`src/rtl/cmd_dispatch_pkg.sv`:
```
// Shared types and constants for the command dispatcher.
// Opcodes, FSM states and response bytes.
package cmd_pkg;

  typedef enum logic [3:0] {
    OP_CAL     = 4'h0,
    OP_MOVE    = 4'h2,
    OP_MOVE_FF = 4'h3,
    OP_TOUR    = 4'h4
  } opcode_t;

  typedef enum logic [2:0] {
    S_IDLE,
    S_CAL,
    S_MOVE,
    S_TOUR,
    S_RESP,
    S_TX_WAIT
  } state_t;

  localparam logic [7:0] RESP_ACK = 8'hA5;
  localparam logic [7:0] RESP_ERR = 8'hEE;
  localparam logic [7:0] RESP_TMO = 8'hE0;

  // A zero heading field means "no turn"; otherwise pad the low nibble.
  function automatic logic [11:0] mk_heading(
    input logic [7:0] h
  );
    if (h == 8'h00) return 12'h000;
    return {h, 4'hF};
  endfunction

endpackage

```
`src/rtl/cmd_dispatch_if.sv`:
```
// Bundle of command, engine and UART handshakes
// seen by the dispatcher.
interface cmd_dispatch_if;
  logic [15:0] cmd;
  logic        cmd_rdy;
  logic        clr_cmd_rdy;
  logic        strt_cal;
  logic        cal_done;
  logic        move_req;
  logic [11:0] heading;
  logic [3:0]  squares;
  logic        fanfare;
  logic        move_done;
  logic        start_tour;
  logic [5:0]  tour_xy;
  logic        trmt;
  logic [7:0]  resp;
  logic        tx_done;

  modport slave (
    input  cmd, cmd_rdy, cal_done,
    input  move_done, tx_done,
    output clr_cmd_rdy, strt_cal, move_req,
    output heading, squares, fanfare,
    output start_tour, tour_xy, trmt, resp
  );

  modport master (
    output cmd, cmd_rdy, cal_done,
    output move_done, tx_done,
    input  clr_cmd_rdy, strt_cal, move_req,
    input  heading, squares, fanfare,
    input  start_tour, tour_xy, trmt, resp
  );
endinterface

```
`src/rtl/cmd_dispatch_timer.sv`:
```
// Wait-state timeout counter: cleared on command
// accept, counts while enabled, flags the last cycle.
module cmd_timer #(
  parameter logic [23:0] TIMEOUT_CYC = 24'd10_000_000
) (
  input  logic clk_i,
  input  logic rst_i,
  input  logic clr_i,
  input  logic en_i,
  output logic expired_o
);
  localparam int TMO_W =
    $clog2(int'(TIMEOUT_CYC) + 1);
  localparam logic [TMO_W-1:0] LAST =
    TMO_W'(TIMEOUT_CYC - 24'd1);

  logic [TMO_W-1:0] cnt_q, cnt_d;

  always_comb begin
    cnt_d = cnt_q;
    if (clr_i)
      cnt_d = '0;
    else if (en_i)
      cnt_d = cnt_q + TMO_W'(1);
  end

  always_ff @(posedge clk_i) begin
    if (rst_i) cnt_q <= '0;
    else       cnt_q <= cnt_d;
  end

  assign expired_o = (cnt_q == LAST);
endmodule

```
`src/rtl/cmd_dispatch.sv`:
```
// Command dispatcher: accepts one UART command, drives
// the engine handshakes and returns a response byte.
module cmd_dispatch
  import cmd_pkg::*;
#(
  parameter logic [23:0] TIMEOUT_CYC = 24'd10_000_000
) (
  input logic           clk,
  input logic           rst,
  cmd_dispatch_if.slave bus
);
  state_t      state_q, state_d;
  logic        first_q;
  logic [7:0]  resp_q, resp_d;
  logic [11:0] heading_q;
  logic [3:0]  squares_q;
  logic        fanfare_q;
  logic [5:0]  tour_xy_q;
  logic [3:0]  op;
  logic        accept;
  logic        waiting;
  logic        expired;

  assign op      = bus.cmd[15:12];
  assign accept  = (state_q == S_IDLE)
                 && bus.cmd_rdy;
  assign waiting = (state_q == S_CAL)
                 || (state_q == S_MOVE);

  cmd_timer #(
    .TIMEOUT_CYC(TIMEOUT_CYC)
  ) u_timer (
    .clk_i    (clk),
    .rst_i    (rst),
    .clr_i    (accept),
    .en_i     (waiting),
    .expired_o(expired)
  );

  always_ff @(posedge clk) begin
    if (rst) begin
      state_q <= S_IDLE;
      first_q <= 1'b0;
      resp_q  <= 8'h00;
    end else begin
      state_q <= state_d;
      first_q <= (state_d != state_q);
      resp_q  <= resp_d;
    end
  end

  // Done beats expiry when both land in one cycle.
  always_comb begin
    state_d = state_q;
    resp_d  = resp_q;
    unique case (state_q)
      S_IDLE: begin
        if (bus.cmd_rdy) begin
          case (op)
            OP_CAL:  state_d = S_CAL;
            OP_MOVE,
            OP_MOVE_FF: state_d = S_MOVE;
            OP_TOUR: state_d = S_TOUR;
            default: begin
              state_d = S_RESP;
              resp_d  = RESP_ERR;
            end
          endcase
        end
      end
      S_CAL: begin
        if (bus.cal_done) begin
          state_d = S_RESP;
          resp_d  = RESP_ACK;
        end else if (expired) begin
          state_d = S_RESP;
          resp_d  = RESP_TMO;
        end
      end
      S_MOVE: begin
        if (bus.move_done) begin
          state_d = S_RESP;
          resp_d  = RESP_ACK;
        end else if (expired) begin
          state_d = S_RESP;
          resp_d  = RESP_TMO;
        end
      end
      S_TOUR:  state_d = S_IDLE;
      S_RESP:  state_d = S_TX_WAIT;
      S_TX_WAIT: begin
        if (bus.tx_done) state_d = S_IDLE;
      end
      default: state_d = S_IDLE;
    endcase
  end

  always_ff @(posedge clk) begin
    if (rst) begin
      heading_q <= 12'h000;
      squares_q <= 4'h0;
      fanfare_q <= 1'b0;
      tour_xy_q <= 6'h00;
    end else if (accept) begin
      unique case (1'b1)
        (op == OP_MOVE),
        (op == OP_MOVE_FF): begin
          heading_q <= mk_heading(bus.cmd[11:4]);
          squares_q <= bus.cmd[3:0];
          fanfare_q <= (op == OP_MOVE_FF);
        end
        (op == OP_TOUR): begin
          tour_xy_q <= {bus.cmd[6:4], bus.cmd[2:0]};
        end
        default: ;
      endcase
    end
  end

  always_comb begin
    bus.clr_cmd_rdy = accept;
    bus.strt_cal    = (state_q == S_CAL)
                    && first_q;
    bus.move_req    = (state_q == S_MOVE)
                    && first_q;
    bus.start_tour  = (state_q == S_TOUR);
    bus.trmt        = (state_q == S_RESP);
    bus.resp        = resp_q;
    bus.heading     = heading_q;
    bus.squares     = squares_q;
    bus.fanfare     = fanfare_q;
    bus.tour_xy     = tour_xy_q;
  end
endmodule

```
`src/flat_wrapper.sv`:
```
// flat-port wrapper written by rule: the top's interface ports become plain ports
module cmd_dispatch_flat import cmd_pkg::*;
#(
  parameter logic [23:0] TIMEOUT_CYC = 24'd10_000_000
)
  (clk, rst, bus_cmd, bus_cmd_rdy, bus_cal_done, bus_move_done, bus_tx_done, bus_clr_cmd_rdy, bus_strt_cal, bus_move_req, bus_heading, bus_squares, bus_fanfare, bus_start_tour, bus_tour_xy, bus_trmt, bus_resp);
  cmd_dispatch_if bus_i ();
  input logic clk;
  input logic rst;
  input wire logic [$bits(bus_i.cmd)-1:0] bus_cmd;
  input wire logic [$bits(bus_i.cmd_rdy)-1:0] bus_cmd_rdy;
  input wire logic [$bits(bus_i.cal_done)-1:0] bus_cal_done;
  input wire logic [$bits(bus_i.move_done)-1:0] bus_move_done;
  input wire logic [$bits(bus_i.tx_done)-1:0] bus_tx_done;
  output wire logic [$bits(bus_i.clr_cmd_rdy)-1:0] bus_clr_cmd_rdy;
  output wire logic [$bits(bus_i.strt_cal)-1:0] bus_strt_cal;
  output wire logic [$bits(bus_i.move_req)-1:0] bus_move_req;
  output wire logic [$bits(bus_i.heading)-1:0] bus_heading;
  output wire logic [$bits(bus_i.squares)-1:0] bus_squares;
  output wire logic [$bits(bus_i.fanfare)-1:0] bus_fanfare;
  output wire logic [$bits(bus_i.start_tour)-1:0] bus_start_tour;
  output wire logic [$bits(bus_i.tour_xy)-1:0] bus_tour_xy;
  output wire logic [$bits(bus_i.trmt)-1:0] bus_trmt;
  output wire logic [$bits(bus_i.resp)-1:0] bus_resp;
  assign bus_i.cmd = bus_cmd;
  assign bus_i.cmd_rdy = bus_cmd_rdy;
  assign bus_i.cal_done = bus_cal_done;
  assign bus_i.move_done = bus_move_done;
  assign bus_i.tx_done = bus_tx_done;
  assign bus_clr_cmd_rdy = bus_i.clr_cmd_rdy;
  assign bus_strt_cal = bus_i.strt_cal;
  assign bus_move_req = bus_i.move_req;
  assign bus_heading = bus_i.heading;
  assign bus_squares = bus_i.squares;
  assign bus_fanfare = bus_i.fanfare;
  assign bus_start_tour = bus_i.start_tour;
  assign bus_tour_xy = bus_i.tour_xy;
  assign bus_trmt = bus_i.trmt;
  assign bus_resp = bus_i.resp;
  cmd_dispatch #(.TIMEOUT_CYC(TIMEOUT_CYC)) u_core (.clk(clk), .rst(rst), .bus(bus_i));
endmodule
```
`config.mk`:
```
export PLATFORM = sky130hd
export DESIGN_NAME = cmd_dispatch_flat
export DESIGN_NICKNAME = d
export VERILOG_FILES = /design/src/rtl/cmd_dispatch_pkg.sv /design/src/rtl/cmd_dispatch_if.sv /design/src/rtl/cmd_dispatch_timer.sv /design/src/rtl/cmd_dispatch.sv /design/src/flat_wrapper.sv
export SDC_FILE = /design/constraint.sdc
export NUM_CORES = 1
export LEC_CHECK = 0
export CORE_MARGIN = 3
export CORE_UTILIZATION = 54
export CTS_CLUSTER_DIAMETER = 60
export DETAILED_ROUTE_END_ITERATION = 10
export PLACE_DENSITY = 0.84
export SYNTH_ARGS = -nofsm -noshare
export SYNTH_HDL_FRONTEND = slang
export SYNTH_HIERARCHICAL = 1
export SYNTH_SLANG_ARGS = --single-unit
```
`constraint.sdc`:
```
create_clock -name clk -period 7.18 [get_ports clk]
set_input_delay 1.436 -clock clk [delete_from_list [all_inputs] [get_ports clk]]
set_output_delay 1.436 -clock clk [all_outputs]
set_load 0.03 [all_outputs]
```
==> out/results.ini <==
[grt]
grt_max_degree=35
grt_pass1_vias=2176
grt_usage_pct=22.6
gr-total-overflow=0
grt_pass1_wl_um=10700
antenna_found_initial=0

[die]
rows=24
core-area_um2=4530
initial_core_util_pct=58.3
die_height_um=76.0
dieArea_um2=5770
io_pins=58
die_width_um=76.0

[clock_network]
postCtsSetupRepairBufs=0
postCtsHoldBufs=0
clkSinkCount=56
cts_tree=yes
cts_buffer_depth=2
clock_latency_ns=0.30
cts_resized=0
numCtsBuffers=5
clk_pin_slew_ns=0.09
cts_max_level=2
root_buffer=clkbuf_8

[logic_synthesis]
synthMuxAreaShare_pct=8.38
syn_area_um2=2640
yosys.area_share.adder_pct=0.473
ys_ff_latch=56
yosys_warnings=6
synthXorXnorAreaFrac_pct=3.65
synth_simple_gate_area_share_pct=27.4
synth_top_family_by_area=simple AND/OR/NAND/NOR gates
yosysSeqAreaShare_pct=42.4
synth_compound_area_share_pct=12.3
syn_area_per_cell_um2=8.93
synth-main-ff-cell=dfxtp_1
synth_cells=296
synthArstFlopShare_pct=0
ys_types=52
syn_nets=319
synth_edf_count=0

[placement]
io_buffers=57
place_hpwl_um=4450
gp_congestion=0.842
pre_cts_ws_ns=2.44

[timing]
slew_violations=0
setup-tns-final_ns=0
fin_hold_ws_ns=0.450
setup_ws_ns=2.41
layout_min_cycle_time_ns=4.77
rsz0062_at_grt=no
fmax_mhz=210
fin_crit_sh_pct=66.5
setup_viol=0
skew_ns=0.00450
max-slew-margin-rel_pct=38.8
finalHoldViolations=0
worst_slew_pin_slew_ns=0.914

[finish]
area_growth_pct=25.3
final_nets=365
n_antenna_cell=0
layout_commonest_cell=clkdlybuf4s50_1
drive_gt1_share_pct=8.77
layout_common_cells=57 x clkdlybuf4s50_1, 56 x dfxtp_1, 42 x nor2_1, 23 x a21oi_1, 21 x mux2i_1

[critical_path]
r2r-start=u_core/state_q[1]
regToRegSetupSlack_ns=4.15
crit_type=input port to output port
cp.required_ns=5.74
cp-end-kind=output port
start_kind=input port
crit_fanout=5
r2r_cells=6
worstPathArrival_ns=3.34
r2r-end=u_core/u_timer/cnt_q[22]

[drt]
vias_per_cell=5.62
routed-wl-met3_um=298
drtIter0Drc=155
wl_met2_um=3360
drcViolationCount=0
met1_length_um=2770
ant_nets=0
highest_layer=met4
vias=2289
post_drt_wl_per_cell_um=16.0
drt_wl_total_um=6500
firstDrtPassIters=4

[power]
p_leak_uw=0.00109
pwr_density_cell_nw_per_um2=202
vdd_ir_drop_max_mv=0.126

[min_path]
holdCritStartpoint=u_core/bus.resp[5]
holdPathStages=2
hold-path-endpoint=u_core/bus.resp[5]
worstHoldPathType=register to register

[job]
cap_violations=0

[outcome]
outcome=complete, no violations

[where the power goes]
| group | switching (µW) | internal [µW] | total (µW) |
|---|---|---|---|
| combinational | 56.6 | 44.7 | 101 |
| sequential | 11.8 | 320 | 332 |
| clock | 97.8 | 137 | 235 |
| total | 166 | 502 | 669 |
[worst max-delay path: stages]
cell and delay [ns]:
clkdlybuf4s50_1 0.51, or4b_4 0.53, inv_1 0.16, clkdlybuf4s50_1 0.69
[stage by stage]
| step | std cells | power [µW] | util [%] | instance area (µm²) |
|---|---|---|---|---|
| 3_5_place_dp | 400 | 439 | 70.2 | 3180 |
| 5_1_grt | 407 | 692 | 73.0 | 3310 |
| 3_3_place_gp | 400 | 437 | 70.2 | 3180 |
| 4_1_cts | 407 | 672 | 73.0 | 3310 |
| 6_report | 407 | 669 | 73.0 | 3310 |
| 2_1_floorplan | 296 | 401 | - | 2640 |
[worst max-delay path by stage]
stage / from / end / slack (ns) / cells past startpoint
5_1_grt: bus_cmd_rdy / bus_clr_cmd_rdy / 2.37 / 4
4_1_cts: bus_cmd_rdy / bus_clr_cmd_rdy / 2.42 / 4
2_1_floorplan: bus_cmd_rdy / bus_clr_cmd_rdy / 3.49 / 3
3_5_place_dp: bus_cmd_rdy / bus_clr_cmd_rdy / 2.44 / 4
3_3_place_gp: bus_cmd_rdy / bus_clr_cmd_rdy / 2.47 / 4
6_report: bus_cmd_rdy / bus_clr_cmd_rdy / 2.41 / 4
[cell type report]
type	count	area [µm²]
multi-input cells	215	1380
fillers	349	1220
flip-flops and latches	56	1120
repair buffers	58	578
well taps	65	81.3
clock buffers	5	68.8
clock inverters	2	60.1
inverters	6	22.5
[state kept, by name, indices dropped and copies added, names as in the netlist]
signal / flops
u_core/bus.squares: 4
u_core/u_timer/cnt_q: 24
u_core/bus.fanfare: 1
u_core/bus.resp: 8
u_core/bus.heading: 9
u_core/state_q: 3
u_core/bus.tour_xy: 6
u_core/first_q: 1
[routing by layer]
metal,GRT usage (%),vias to the layer above
li1,-,1136
met1,27.3,1082
met2,40.7,67
met3,4.62,4
met4,6.16,0
met5,0,-
[cells by family after synthesis]
kind of cell / Yosys count
buffers and inverters: 25
AND/OR/NAND/NOR: 127
flip-flops: 56
multiplexers: 22
AO/OA/AOI/OAI: 54
XOR/XNOR: 11
adder cells (fa/ha/maj): 1
[cells in the mapped netlist (2+ instances only)]
| cell | number | area [µm²] |
|---|---|---|
| nand3_1 | 5 | 25.0 |
| buf_2 | 2 | 10.0 |
| nand4_1 | 7 | 43.8 |
| or3_2 | 3 | 22.5 |
| mux2i_1 | 21 | 210 |
| xor2_1 | 3 | 26.3 |
| buf_6 | 3 | 33.8 |
| nor3_1 | 4 | 20.0 |
| or4_1 | 3 | 22.5 |
| or2_2 | 3 | 18.8 |
| a31oi_1 | 3 | 18.8 |
| nor2_1 | 42 | 158 |
| and4_1 | 2 | 17.5 |
| a211oi_1 | 2 | 15.0 |
| clkbuf_1 | 9 | 33.8 |
| inv_1 | 6 | 22.5 |
| nand3b_1 | 2 | 15.0 |
| a21o_1 | 2 | 15.0 |
| o31ai_1 | 3 | 22.5 |
| a31o_2 | 2 | 17.5 |
| xnor2_1 | 8 | 70.1 |
| buf_4 | 3 | 22.5 |
| nor4_1 | 7 | 43.8 |
| o21a_1 | 2 | 15.0 |
| o211ai_1 | 2 | 15.0 |
| or3_1 | 4 | 25.0 |
| and2_1 | 3 | 18.8 |
| o21ai_0 | 11 | 55.1 |
| nand2_1 | 20 | 75.1 |
| or4b_2 | 5 | 50.1 |
| nor3_4 | 2 | 32.5 |
| nand2b_1 | 5 | 31.3 |
| dfxtp_1 | 56 | 1120 |
| a21oi_1 | 23 | 115 |
Note: power is estimated with default switching activity, not from simulation.
